--- config.mk ---
export PLATFORM = sky130hd
export DESIGN_NAME = mxu_sequencer_flat
export DESIGN_NICKNAME = d
export VERILOG_FILES = /design/src/rtl/mxu_sequencer_if.sv /design/src/rtl/mxu_sequencer.sv /design/src/flat_wrapper.sv
export SDC_FILE = /design/constraint.sdc
export NUM_CORES = 1
export LEC_CHECK = 0
export CORE_MARGIN = 4
export CORE_UTILIZATION = 54
export DETAILED_ROUTE_END_ITERATION = 10
export PLACE_DENSITY = 0.81
export SYNTH_ARGS = -nofsm -noshare
export SYNTH_HDL_FRONTEND = slang
export SYNTH_SLANG_ARGS = --single-unit
--- constraint.sdc ---
create_clock -name clk -period 7.5 [get_ports clk]
set_input_delay 0.75 -clock clk [delete_from_list [all_inputs] [get_ports clk]]
set_output_delay 0.75 -clock clk [all_outputs]
set_load 0.005 [all_outputs]
--- src/rtl/mxu_sequencer_if.sv ---
// Handshake, scratch-memory and array-feed signals of the systolic matmul sequencer.
// The master modport is the sequencer side; the slave modport is the host/memory/array side.
interface mxu_sequencer_if #(
    parameter int unsigned NUM_SIZE   = 16,
    parameter int unsigned GRID_SIZE  = 2,
    parameter int unsigned ADDR_WIDTH = 5
);
    logic                                    start;
    logic [ADDR_WIDTH-1:0]                   a_base;
    logic [ADDR_WIDTH-1:0]                   b_base;
    logic [ADDR_WIDTH-1:0]                   c_base;
    logic                                    busy;
    logic                                    done;
    logic                                    mem_rd_en;
    logic [ADDR_WIDTH-1:0]                   mem_rd_addr;
    logic [NUM_SIZE-1:0]                     mem_rd_data;
    logic                                    mem_wr_en;
    logic [ADDR_WIDTH-1:0]                   mem_wr_addr;
    logic [NUM_SIZE-1:0]                     mem_wr_data;
    logic                                    array_ce;
    logic                                    array_clear;
    logic [NUM_SIZE*GRID_SIZE-1:0]           west_input;
    logic [NUM_SIZE*GRID_SIZE-1:0]           north_input;
    logic [NUM_SIZE*GRID_SIZE*GRID_SIZE-1:0] result_out;

    modport master (
        input  start, a_base, b_base, c_base, mem_rd_data, result_out,
        output busy, done, mem_rd_en, mem_rd_addr, mem_wr_en, mem_wr_addr, mem_wr_data,
               array_ce, array_clear, west_input, north_input
    );

    modport slave (
        output start, a_base, b_base, c_base, mem_rd_data, result_out,
        input  busy, done, mem_rd_en, mem_rd_addr, mem_wr_en, mem_wr_addr, mem_wr_data,
               array_ce, array_clear, west_input, north_input
    );
endinterface

--- src/rtl/mxu_sequencer.sv ---
// Sequencer for the systolic matrix unit: fetches A and B into diagonally skewed
// west/north buffers, streams them into the array, then writes the product back.
module mxu_sequencer #(
    parameter int unsigned NUM_SIZE   = 16,
    parameter int unsigned GRID_SIZE  = 2,
    parameter int unsigned ADDR_WIDTH = 5
) (
    input logic            clk,
    input logic            rst,
    mxu_sequencer_if.master bus
);
    localparam int unsigned NN     = GRID_SIZE * GRID_SIZE;
    localparam int unsigned Steps  = 3 * GRID_SIZE - 1;
    localparam int unsigned Depth  = 2 * GRID_SIZE - 1;
    localparam int unsigned CntMax = (NN > Steps) ? NN : Steps;
    localparam int unsigned CntW   = $clog2(CntMax);
    localparam int unsigned IdxW   = $clog2(GRID_SIZE);
    localparam int unsigned PosW   = $clog2(Depth);

    typedef enum logic [2:0] {
        StIdle, StLoadA, StLoadB, StClear, StStream, StWrite, StDone
    } state_e;

    state_e                state_q;
    logic [CntW-1:0]       cnt_q;
    logic [IdxW-1:0]       row_q, col_q;
    logic [ADDR_WIDTH-1:0] a_base_q, b_base_q, c_base_q;
    logic                  busy_q, done_q, ce_q, clear_q;
    logic [NUM_SIZE-1:0]   west_q  [GRID_SIZE][Depth];
    logic [NUM_SIZE-1:0]   north_q [GRID_SIZE][Depth];

    // Read data arrives one cycle late, so its buffer slot travels alongside it.
    logic                  pend_q, pend_west_q;
    logic [IdxW-1:0]       pend_lane_q;
    logic [PosW-1:0]       pend_pos_q;

    logic                      rd_en, wr_en;
    logic [ADDR_WIDTH-1:0]     rd_addr, wr_addr;
    logic [NUM_SIZE-1:0]       wr_data;
    logic [NUM_SIZE*GRID_SIZE-1:0] west_bus, north_bus;

    logic load_last, col_last;
    assign load_last = (cnt_q == CntW'(NN - 1));
    assign col_last  = (col_q == IdxW'(GRID_SIZE - 1));

    always_ff @(posedge clk or posedge rst) begin
        if (rst) begin
            state_q     <= StIdle;
            cnt_q       <= '0;
            row_q       <= '0;
            col_q       <= '0;
            a_base_q    <= '0;
            b_base_q    <= '0;
            c_base_q    <= '0;
            busy_q      <= 1'b0;
            done_q      <= 1'b0;
            ce_q        <= 1'b0;
            clear_q     <= 1'b0;
            pend_q      <= 1'b0;
            pend_west_q <= 1'b0;
            pend_lane_q <= '0;
            pend_pos_q  <= '0;
            for (int x = 0; x < GRID_SIZE; x++) begin
                for (int p = 0; p < Depth; p++) begin
                    west_q[x][p]  <= '0;
                    north_q[x][p] <= '0;
                end
            end
        end else begin
            done_q      <= 1'b0;
            clear_q     <= 1'b0;
            pend_q      <= rd_en;
            pend_west_q <= (state_q == StLoadA);
            pend_lane_q <= (state_q == StLoadA) ? row_q : col_q;
            pend_pos_q  <= PosW'(row_q) + PosW'(col_q);
            if (pend_q) begin
                if (pend_west_q) west_q[pend_lane_q][pend_pos_q]  <= bus.mem_rd_data;
                else             north_q[pend_lane_q][pend_pos_q] <= bus.mem_rd_data;
            end

            case (state_q)
                StIdle: begin
                    if (bus.start) begin
                        a_base_q <= bus.a_base;
                        b_base_q <= bus.b_base;
                        c_base_q <= bus.c_base;
                        cnt_q    <= '0;
                        row_q    <= '0;
                        col_q    <= '0;
                        busy_q   <= 1'b1;
                        state_q  <= StLoadA;
                        for (int x = 0; x < GRID_SIZE; x++) begin
                            for (int p = 0; p < Depth; p++) begin
                                west_q[x][p]  <= '0;
                                north_q[x][p] <= '0;
                            end
                        end
                    end
                end
                StLoadA, StLoadB: begin
                    if (load_last) begin
                        cnt_q <= '0;
                        row_q <= '0;
                        col_q <= '0;
                        if (state_q == StLoadA) begin
                            state_q <= StLoadB;
                        end else begin
                            state_q <= StClear;
                            clear_q <= 1'b1;
                        end
                    end else begin
                        cnt_q <= cnt_q + CntW'(1);
                        if (col_last) begin
                            col_q <= '0;
                            row_q <= row_q + IdxW'(1);
                        end else begin
                            col_q <= col_q + IdxW'(1);
                        end
                    end
                end
                StClear: begin
                    cnt_q   <= '0;
                    ce_q    <= 1'b1;
                    state_q <= StStream;
                end
                StStream: begin
                    if (cnt_q == CntW'(Steps - 1)) begin
                        cnt_q   <= '0;
                        ce_q    <= 1'b0;
                        state_q <= StWrite;
                    end else begin
                        cnt_q <= cnt_q + CntW'(1);
                    end
                end
                StWrite: begin
                    if (load_last) begin
                        cnt_q   <= '0;
                        done_q  <= 1'b1;
                        state_q <= StDone;
                    end else begin
                        cnt_q <= cnt_q + CntW'(1);
                    end
                end
                StDone: begin
                    busy_q  <= 1'b0;
                    state_q <= StIdle;
                end
                default: state_q <= StIdle;
            endcase
        end
    end

    always_comb begin
        rd_en     = 1'b0;
        rd_addr   = '0;
        wr_en     = 1'b0;
        wr_addr   = '0;
        wr_data   = '0;
        west_bus  = '0;
        north_bus = '0;
        unique case (state_q)
            StLoadA: begin
                rd_en   = 1'b1;
                rd_addr = a_base_q + ADDR_WIDTH'(cnt_q);
            end
            StLoadB: begin
                rd_en   = 1'b1;
                rd_addr = b_base_q + ADDR_WIDTH'(cnt_q);
            end
            StStream: begin
                // Steps past the last buffer column feed zeros to flush the array.
                for (int p = 0; p < Depth; p++) begin
                    if (cnt_q == CntW'(p)) begin
                        for (int x = 0; x < GRID_SIZE; x++) begin
                            west_bus[x*NUM_SIZE +: NUM_SIZE]  = west_q[x][p];
                            north_bus[x*NUM_SIZE +: NUM_SIZE] = north_q[x][p];
                        end
                    end
                end
            end
            StWrite: begin
                wr_en   = 1'b1;
                wr_addr = c_base_q + ADDR_WIDTH'(cnt_q);
                for (int k = 0; k < NN; k++) begin
                    if (cnt_q == CntW'(k)) wr_data = bus.result_out[k*NUM_SIZE +: NUM_SIZE];
                end
            end
            default: ;
        endcase
    end

    assign bus.busy        = busy_q;
    assign bus.done        = done_q;
    assign bus.array_ce    = ce_q;
    assign bus.array_clear = clear_q;
    assign bus.mem_rd_en   = rd_en;
    assign bus.mem_rd_addr = rd_addr;
    assign bus.mem_wr_en   = wr_en;
    assign bus.mem_wr_addr = wr_addr;
    assign bus.mem_wr_data = wr_data;
    assign bus.west_input  = west_bus;
    assign bus.north_input = north_bus;
endmodule

--- src/flat_wrapper.sv ---
// flat-port wrapper written by rule: the top's interface ports become plain ports
module mxu_sequencer_flat 
#(
    parameter int unsigned NUM_SIZE   = 16,
    parameter int unsigned GRID_SIZE  = 2,
    parameter int unsigned ADDR_WIDTH = 5
)
  (clk, rst, bus_start, bus_a_base, bus_b_base, bus_c_base, bus_mem_rd_data, bus_result_out, bus_busy, bus_done, bus_mem_rd_en, bus_mem_rd_addr, bus_mem_wr_en, bus_mem_wr_addr, bus_mem_wr_data, bus_array_ce, bus_array_clear, bus_west_input, bus_north_input);
  mxu_sequencer_if #(.NUM_SIZE(NUM_SIZE), .GRID_SIZE(GRID_SIZE), .ADDR_WIDTH(ADDR_WIDTH)) bus_i ();
  input logic clk;
  input logic rst;
  input wire logic [$bits(bus_i.start)-1:0] bus_start;
  input wire logic [$bits(bus_i.a_base)-1:0] bus_a_base;
  input wire logic [$bits(bus_i.b_base)-1:0] bus_b_base;
  input wire logic [$bits(bus_i.c_base)-1:0] bus_c_base;
  input wire logic [$bits(bus_i.mem_rd_data)-1:0] bus_mem_rd_data;
  input wire logic [$bits(bus_i.result_out)-1:0] bus_result_out;
  output wire logic [$bits(bus_i.busy)-1:0] bus_busy;
  output wire logic [$bits(bus_i.done)-1:0] bus_done;
  output wire logic [$bits(bus_i.mem_rd_en)-1:0] bus_mem_rd_en;
  output wire logic [$bits(bus_i.mem_rd_addr)-1:0] bus_mem_rd_addr;
  output wire logic [$bits(bus_i.mem_wr_en)-1:0] bus_mem_wr_en;
  output wire logic [$bits(bus_i.mem_wr_addr)-1:0] bus_mem_wr_addr;
  output wire logic [$bits(bus_i.mem_wr_data)-1:0] bus_mem_wr_data;
  output wire logic [$bits(bus_i.array_ce)-1:0] bus_array_ce;
  output wire logic [$bits(bus_i.array_clear)-1:0] bus_array_clear;
  output wire logic [$bits(bus_i.west_input)-1:0] bus_west_input;
  output wire logic [$bits(bus_i.north_input)-1:0] bus_north_input;
  assign bus_i.start = bus_start;
  assign bus_i.a_base = bus_a_base;
  assign bus_i.b_base = bus_b_base;
  assign bus_i.c_base = bus_c_base;
  assign bus_i.mem_rd_data = bus_mem_rd_data;
  assign bus_i.result_out = bus_result_out;
  assign bus_busy = bus_i.busy;
  assign bus_done = bus_i.done;
  assign bus_mem_rd_en = bus_i.mem_rd_en;
  assign bus_mem_rd_addr = bus_i.mem_rd_addr;
  assign bus_mem_wr_en = bus_i.mem_wr_en;
  assign bus_mem_wr_addr = bus_i.mem_wr_addr;
  assign bus_mem_wr_data = bus_i.mem_wr_data;
  assign bus_array_ce = bus_i.array_ce;
  assign bus_array_clear = bus_i.array_clear;
  assign bus_west_input = bus_i.west_input;
  assign bus_north_input = bus_i.north_input;
  mxu_sequencer #(.NUM_SIZE(NUM_SIZE), .GRID_SIZE(GRID_SIZE), .ADDR_WIDTH(ADDR_WIDTH)) u_core (.clk(clk), .rst(rst), .bus(bus_i));
endmodule
==> results.py, run 1 <==
metrics = {
    "detailed_routing": {
        "drtPass1Iterations": 6,
        "route.detailed.drc": 0,
        "vias_per_cell": 5.85,
        "wire_per_inst_um": 18.4,
        "drtAntennaViolNets": 0,
        "wl_mm": 34.8,
        "drt-initial-drc-count": 1078,
        "vias": 11000,
    },
    "cells_and_area": {
        "n_antenna_cell": 0,
        "fillers": 1718,
        "multi_input_area_mm2": 0.00540,
        "ff_latch_area_mm2": 0.00561,
        "fin_nets": 1710,
        "drive_above_1_share_pct": 5.58,
        "stdcell_area_mm2": 0.0143,
        "stdcell_count": 1889,
        "syn2layout_area_growth_pct": 23.1,
    },
    "global_route": {
        "grt_pass1_wl_mm": 55.9,
        "antenna_found_initial": 0,
        "grt_pass1_vias": 10900,
        "overflow": 0,
        "track_usage_pct": 28.5,
        "grt_start_max_net_pins": 123,
    },
    "sta": {
        "hold_viol": 0,
        "tns_ns": 0,
        "fin_skew_ns": 0.00907,
        "post-route-min-period_ns": 4.46,
        "slew-limit-headroom_pct": 11.8,
        "holdWs_ns": 0.506,
        "fmax_mhz": 224,
        "period_share_pct": 59.4,
        "drv_slew": 0,
        "rsz0062_at_grt": "false",
        "finalSetupViolations": 0,
        "tightest_slew_ns": 1.32,
    },
    "job": {
        "max-cap-violations": 0,
    },
    "cts": {
        "clkSlewWorstSetupHoldPaths_ns": 0.06,
        "ctsHoldBuffers": 0,
        "cts_max_level": 1,
        "clk-insertion-delay-late_ns": 0.51,
        "clock-sinks": 224,
        "cts_made_buffers": 24,
        "cts_buffer_depth": 3,
        "cts_tree": "done",
        "cts-root-buf": "clkbuf_16",
        "cts_resized": 0,
        "post_cts_buffers": 0,
    },
    "pwr": {
        "ir_worst_vdd_v": 0.000328,
        "totalPowerFinal_w": 0.00531,
        "leakage_nw": 5.80,
        "powerDensity_mw_per_mm2": 372,
    },
    "critical_path": {
        "crit_fanout": 14,
        "required_ns": 6.75,
        "crit_path_start_kind": "register",
        "cp-end-kind": "primary output",
        "worstSetupPathType": "reg2out",
        "crit_arrival_ns": 3.71,
    },
    "logic_synthesis": {
        "synth_fp_nets": 1608,
        "syn_area_mm2": 0.0116,
        "yosysWarningCount": 0,
        "syn-instance-count": 1494,
        "synth-seq-cells": 224,
        "synth_cell_types": 42,
        "seq_area_frac_synth_pct": 48.4,
        "synth_flop_cell": "dfrtp_1",
        "async_flop_share_pct": 100,
        "synth_edf_count": 0,
        "avgSynthCellArea_um2": 7.75,
    },
    "floorplan": {
        "dieArea_mm2": 0.0239,
        "die_w_um": 154,
        "start_util_pct": 54.9,
        "io_pins": 194,
        "fp-row-count": 53,
        "core_area_mm2": 0.0211,
        "die_h_um": 154,
    },
    "placement": {
        "io_buffers": 193,
        "hpwl_mm": 21.4,
        "place.gp.congestion": 0.818,
        "place_area_mm2": 0.0134,
        "dp.cells": 1845,
    },
    "outcome": {
        "status": "completed",
    },
    "worst_hold_path": {
        "hp-class": "reg2reg",
    },
}
==> through the flow <==
step	util, %	setup WS, ns
finish	67.6	3.04
global route	67.6	2.83
CTS	67.6	3.04
detailed placement	63.7	3.59
global placement	63.7	3.63
floorplan	-	0.616
==> path summary, 6_finish.rpt <==
kind | to | from | slack, ns | cells after the start
max in group asynchronous | u_core.north_q[56]$_DFF_PP0_ | rst | 5.39 | 3
worst min-delay path | u_core.b_base_q[2]$_DFFE_PP0P_ | u_core.b_base_q[2]$_DFFE_PP0P_ | 0.51 | 1
min in group asynchronous | u_core.bus.done$_DFF_PP0_ | rst | 0.81 | 2
worst max-delay path | bus_mem_rd_addr[4] | u_core.state_q[1]$_DFFE_PP0P_ | 3.04 | 9
worst max register to register | u_core.north_q[44]$_DFF_PP0_ | u_core.state_q[0]$_DFFE_PP0P_ | 4.42 | 5
worst min register to register | u_core.b_base_q[2]$_DFFE_PP0P_ | u_core.b_base_q[2]$_DFFE_PP0P_ | 0.51 | 1
==> final cells by class <==
class / count / area share [%]
well taps: 275 / 2.41
inverters: 10 / 0.316
multi-input cells: 1128 / 37.9
flip-flops and latches: 224 / 39.3
repair buffers: 208 / 14.3
clock buffers: 38 / 5.01
clock inverters: 6 / 0.737
==> routing by layer <==
metal	GRT usage (%)	vias up	routed length [µm]	share of wire [%]
met4	10.9	0	1290	3.7
met2	47.5	540	16600	48
li1	-	5127	-	-
met3	4.36	88	3030	8.7
met1	37.8	5288	13900	40
met5	0	-	0	0
==> cell usage after synthesis (2+ instances only) <==
| master | instances | area share [%] |
|---|---|---|
| xor2_1 | 2 | 0.15 |
| nand2b_1 | 6 | 0.32 |
| buf_4 | 2 | 0.13 |
| or2_2 | 8 | 0.43 |
| and3_1 | 2 | 0.11 |
| o221ai_1 | 15 | 1.1 |
| clkbuf_1 | 72 | 2.3 |
| o21a_1 | 3 | 0.19 |
| xnor2_1 | 5 | 0.38 |
| nand2_1 | 577 | 19 |
| nor3_2 | 2 | 0.17 |
| and2_1 | 2 | 0.11 |
| mux2_2 | 20 | 1.9 |
| or3_1 | 5 | 0.27 |
| o22ai_1 | 63 | 3.4 |
| a22o_1 | 2 | 0.15 |
| nand3b_1 | 2 | 0.13 |
| ha_1 | 14 | 1.5 |
| o21ai_0 | 83 | 3.6 |
| nand3_1 | 4 | 0.17 |
| nor2b_1 | 5 | 0.27 |
| o32ai_1 | 2 | 0.15 |
| nor3_1 | 6 | 0.26 |
| buf_2 | 47 | 2.0 |
| inv_1 | 10 | 0.32 |
| a21oi_1 | 198 | 8.6 |
| a21o_1 | 4 | 0.26 |
| a221oi_1 | 3 | 0.23 |
| fa_1 | 2 | 0.35 |
| buf_1 | 10 | 0.32 |
| dfrtp_1 | 224 | 48 |
| nor2_1 | 84 | 2.7 |
==> state kept, by name, indices dropped and copies added, names as in the netlist <==
register	flops
u_core.a_base_q	5
u_core.b_base_q	5
u_core.bus.array_ce	1
u_core.bus.array_clear	1
u_core.bus.busy	1
u_core.bus.done	1
u_core.c_base_q	5
u_core.cnt_q	3
u_core.col_last	1
u_core.north_q	96
u_core.pend_lane_q	1
u_core.pend_pos_q	2
u_core.pend_q	1
u_core.pend_west_q	1
u_core.row_q	1
u_core.state_q	3
u_core.west_q	96
==> worst max-delay path, stage by stage (launching register included) <==
cell and delay [ns]:
dfrtp_1 0.60, nor3b_2 0.58, mux2_2 0.40, ha_1 0.22
fa_1 0.43, a21o_1 0.18, o211ai_1 0.09, xnor2_1 0.09
nor2_1 0.10, clkdlybuf4s50_1 0.51
==> power breakdown <==
part	internal, W	leakage (nW)	switching [W]
clock	0.000755	0.402	0.000479
sequential	0.00164	3.02	0.000291
combinational	0.000838	2.38	0.00130
==> layout by cell type (no fill, tap or decap), types with 8 or more instances in the layout <==
master	instances
o221ai_1	15
o21ai_0	83
inv_1	9
buf_4	15
a21oi_1	198
clkdlybuf4s50_1	193
clkbuf_1	9
nand2_1	576
mux2_2	20
clkbuf_16	25
nor2_1	84
ha_1	11
dfrtp_1	224
o22ai_1	63
or2_2	8
==> cells by family after synthesis <==
kind of cell | count (synthesis) | share of synthesized area [%]
buffers and inverters | 142 | 5.24
adder cells (fa/ha/maj) | 16 | 1.86
AND/OR/NAND/NOR | 708 | 24.1
AO/OA/AOI/OAI | 376 | 17.9
XOR/XNOR | 7 | 0.529
multiplexers | 21 | 2.03
flip-flops | 224 | 48.4
No activity file was read; power rests on OpenSTA's default activity.
==> run 2: changes to the inputs <==
Clock period 7.5 ns to 4.2 ns, I/O delays scaled along.
==> results.py, run 2 (synthesis results as in run 1) <==
metrics = {
    "cts": {
        "clkSlewWorstSetupHoldPaths_ns": 0.07,
        "cts_max_level": 1,
        "cts_resized": 0,
        "cts-root-buf": "clkbuf_16",
        "clk-insertion-delay-late_ns": 0.50,
        "ctsHoldBuffers": 0,
        "clock-sinks": 224,
        "post_cts_buffers": 0,
        "cts_buffer_depth": 3,
        "cts_made_buffers": 23,
        "cts_tree": "done",
    },
    "placement": {
        "place.gp.congestion": 0.837,
        "io_buffers": 193,
        "dp.cells": 1852,
        "hpwl_mm": 22.0,
        "place_area_mm2": 0.0136,
        "pre_cts_slack_ns": 0.780,
    },
    "floorplan": {
        "core_area_mm2": 0.0211,
        "start_util_pct": 54.9,
        "die_h_um": 154,
        "io_pins": 194,
        "fp-row-count": 53,
        "die_w_um": 154,
        "dieArea_mm2": 0.0239,
    },
    "pwr": {
        "powerDensity_mw_per_mm2": 663,
        "p_comb_share_pct": 41.9,
        "p_int_w": 0.00574,
        "ir_worst_vdd_v": 0.000460,
        "p_seq_share_pct": 36.3,
        "power_switching_w": 0.00375,
        "swShare_pct": 39.5,
        "totalPowerFinal_w": 0.00950,
        "leakage_nw": 5.84,
        "p_clk_share_pct": 21.9,
    },
    "cells_and_area": {
        "ff_latch_area_mm2": 0.00561,
        "fin_nets": 1716,
        "n_antenna_cell": 0,
        "final_cell_mix": "576 x nand2_1, 224 x dfrtp_1, 198 x a21oi_1",
        "largestRegisters": "u_core.north_q x96, u_core.west_q x96",
        "syn2layout_area_growth_pct": 23.7,
        "stdcell_area_mm2": 0.0143,
        "multi_input_area_mm2": 0.00540,
        "drive_above_1_share_pct": 6.18,
        "final_common_cell": "nand2_1",
        "fillers": 1736,
        "stdcell_count": 1892,
    },
    "sta": {
        "slew-limit-headroom_pct": 15.3,
        "worst_slack_ns": 0.254,
        "fin_skew_ns": 0.0111,
        "tightest_slew_ns": 1.27,
        "finalSetupViolations": 0,
        "hold_viol": 0,
        "rsz0062_at_grt": "false",
        "drv_slew": 0,
        "period_share_pct": 94.0,
        "post-route-min-period_ns": 3.95,
        "tns_ns": 0,
        "fmax_mhz": 253,
    },
    "detailed_routing": {
        "route.detailed.drc": 0,
        "vias": 11100,
        "drtPass1Iterations": 6,
        "drt-initial-drc-count": 1120,
        "drtAntennaViolNets": 0,
        "wl_mm": 35.1,
        "wire_per_inst_um": 18.5,
        "vias_per_cell": 5.88,
    },
    "critical_path": {
        "crit_arrival_ns": 3.53,
        "r2r-start": "u_core.cnt_q[1]$_DFFE_PP0P_",
        "cp-end-kind": "primary output",
        "crit_fanout": 14,
        "worstSetupPathType": "reg2out",
        "rr_worst_depth": 7,
        "crit_path_start_kind": "register",
        "regToRegEndpoint": "u_core.state_q[0]$_DFFE_PP0P_",
        "required_ns": 3.78,
        "r2r_slack_ns": 1.75,
    },
    "global_route": {
        "overflow": 0,
        "grt_pass1_vias": 11000,
        "grt_start_max_net_pins": 193,
        "antenna_found_initial": 0,
        "grt_pass1_wl_mm": 56.5,
        "track_usage_pct": 28.9,
    },
    "outcome": {
        "status": "completed",
    },
    "worst_hold_path": {
        "hp-class": "in2async",
    },
    "job": {
        "max-cap-violations": 0,
    },
}
-- run 2: cell types whose count changed in the layout (fill, tap and decap cells not counted), moves of 2 or more --
cell | before | now
buf_12 | 0 | 6
clkbuf_1 | 9 | 2
clkbuf_16 | 25 | 23
clkbuf_8 | 4 | 6
clkinv_2 | 3 | 6
-- run 2: how the worst max path moves through the flow --
stage	from	end	slack, ns	cells after the start
after floorplan	rst	u_core.a_base_q[0]$_DFFE_PP0P_	0.86	1
after global placement	u_core.state_q[1]$_DFFE_PP0P_	bus_mem_rd_addr[4]	0.87	10
after detailed placement	u_core.state_q[1]$_DFFE_PP0P_	bus_mem_rd_addr[4]	0.78	10
after CTS	u_core.state_q[1]$_DFFE_PP0P_	bus_mem_rd_addr[4]	0.24	10
after global routing	u_core.state_q[1]$_DFFE_PP0P_	bus_mem_rd_addr[4]	0.1	10
final	u_core.state_q[1]$_DFFE_PP0P_	bus_mem_rd_addr[4]	0.25	10
-- run 2: per-layer routing --
layer / share of wire, % / wire [µm] / GRT usage, % / up-vias
li1: - / - / - / 5140
met1: 39 / 13700 / 36.9 / 5303
met2: 49 / 17100 / 49.5 / 587
met3: 8.8 / 3090 / 4.87 / 88
met4: 3.4 / 1200 / 10.6 / 0
met5: 0 / 0 / 0 / -
-- run 2: stage by stage --
step	util [%]	hold slack, ns
3_3_place_gp	64.3	0.496
6_report	67.9	0.304
4_1_cts	67.9	0.313
2_1_floorplan	-	0.473
5_1_grt	67.9	0.335
3_5_place_dp	64.3	0.500
-- run 2: worst max-delay path, cell delays in order, from the launching register on --
cell and delay, ns:
dfrtp_1 0.60, nor3b_2 0.24, buf_4 0.19, mux2_2 0.34, ha_1 0.22, fa_1 0.45, a21o_1 0.19, o211ai_1 0.10
xnor2_1 0.10, nor2_1 0.10, clkdlybuf4s50_1 0.51
-- run 2: area by class of cell --
| cell class | instances | area share, % |
|---|---|---|
| clock buffer | 31 | 4.65 |
| clock inverter | 9 | 0.690 |
| inverter | 10 | 0.288 |
| multi-input combinational | 1128 | 37.7 |
| sequential | 224 | 39.1 |
| tap | 275 | 2.40 |
| timing repair buffer | 215 | 15.2 |
-- run 2: power groups by stage --
stage	Sequential, W	Clock, W	Combinational [W]
floorplan	0.00329	0	0.00270
global placement	0.00341	0	0.00382
detailed placement	0.00346	0	0.00392
CTS	0.00343	0.00208	0.00396
global route	0.00353	0.00220	0.00440
finish	0.00344	0.00208	0.00398
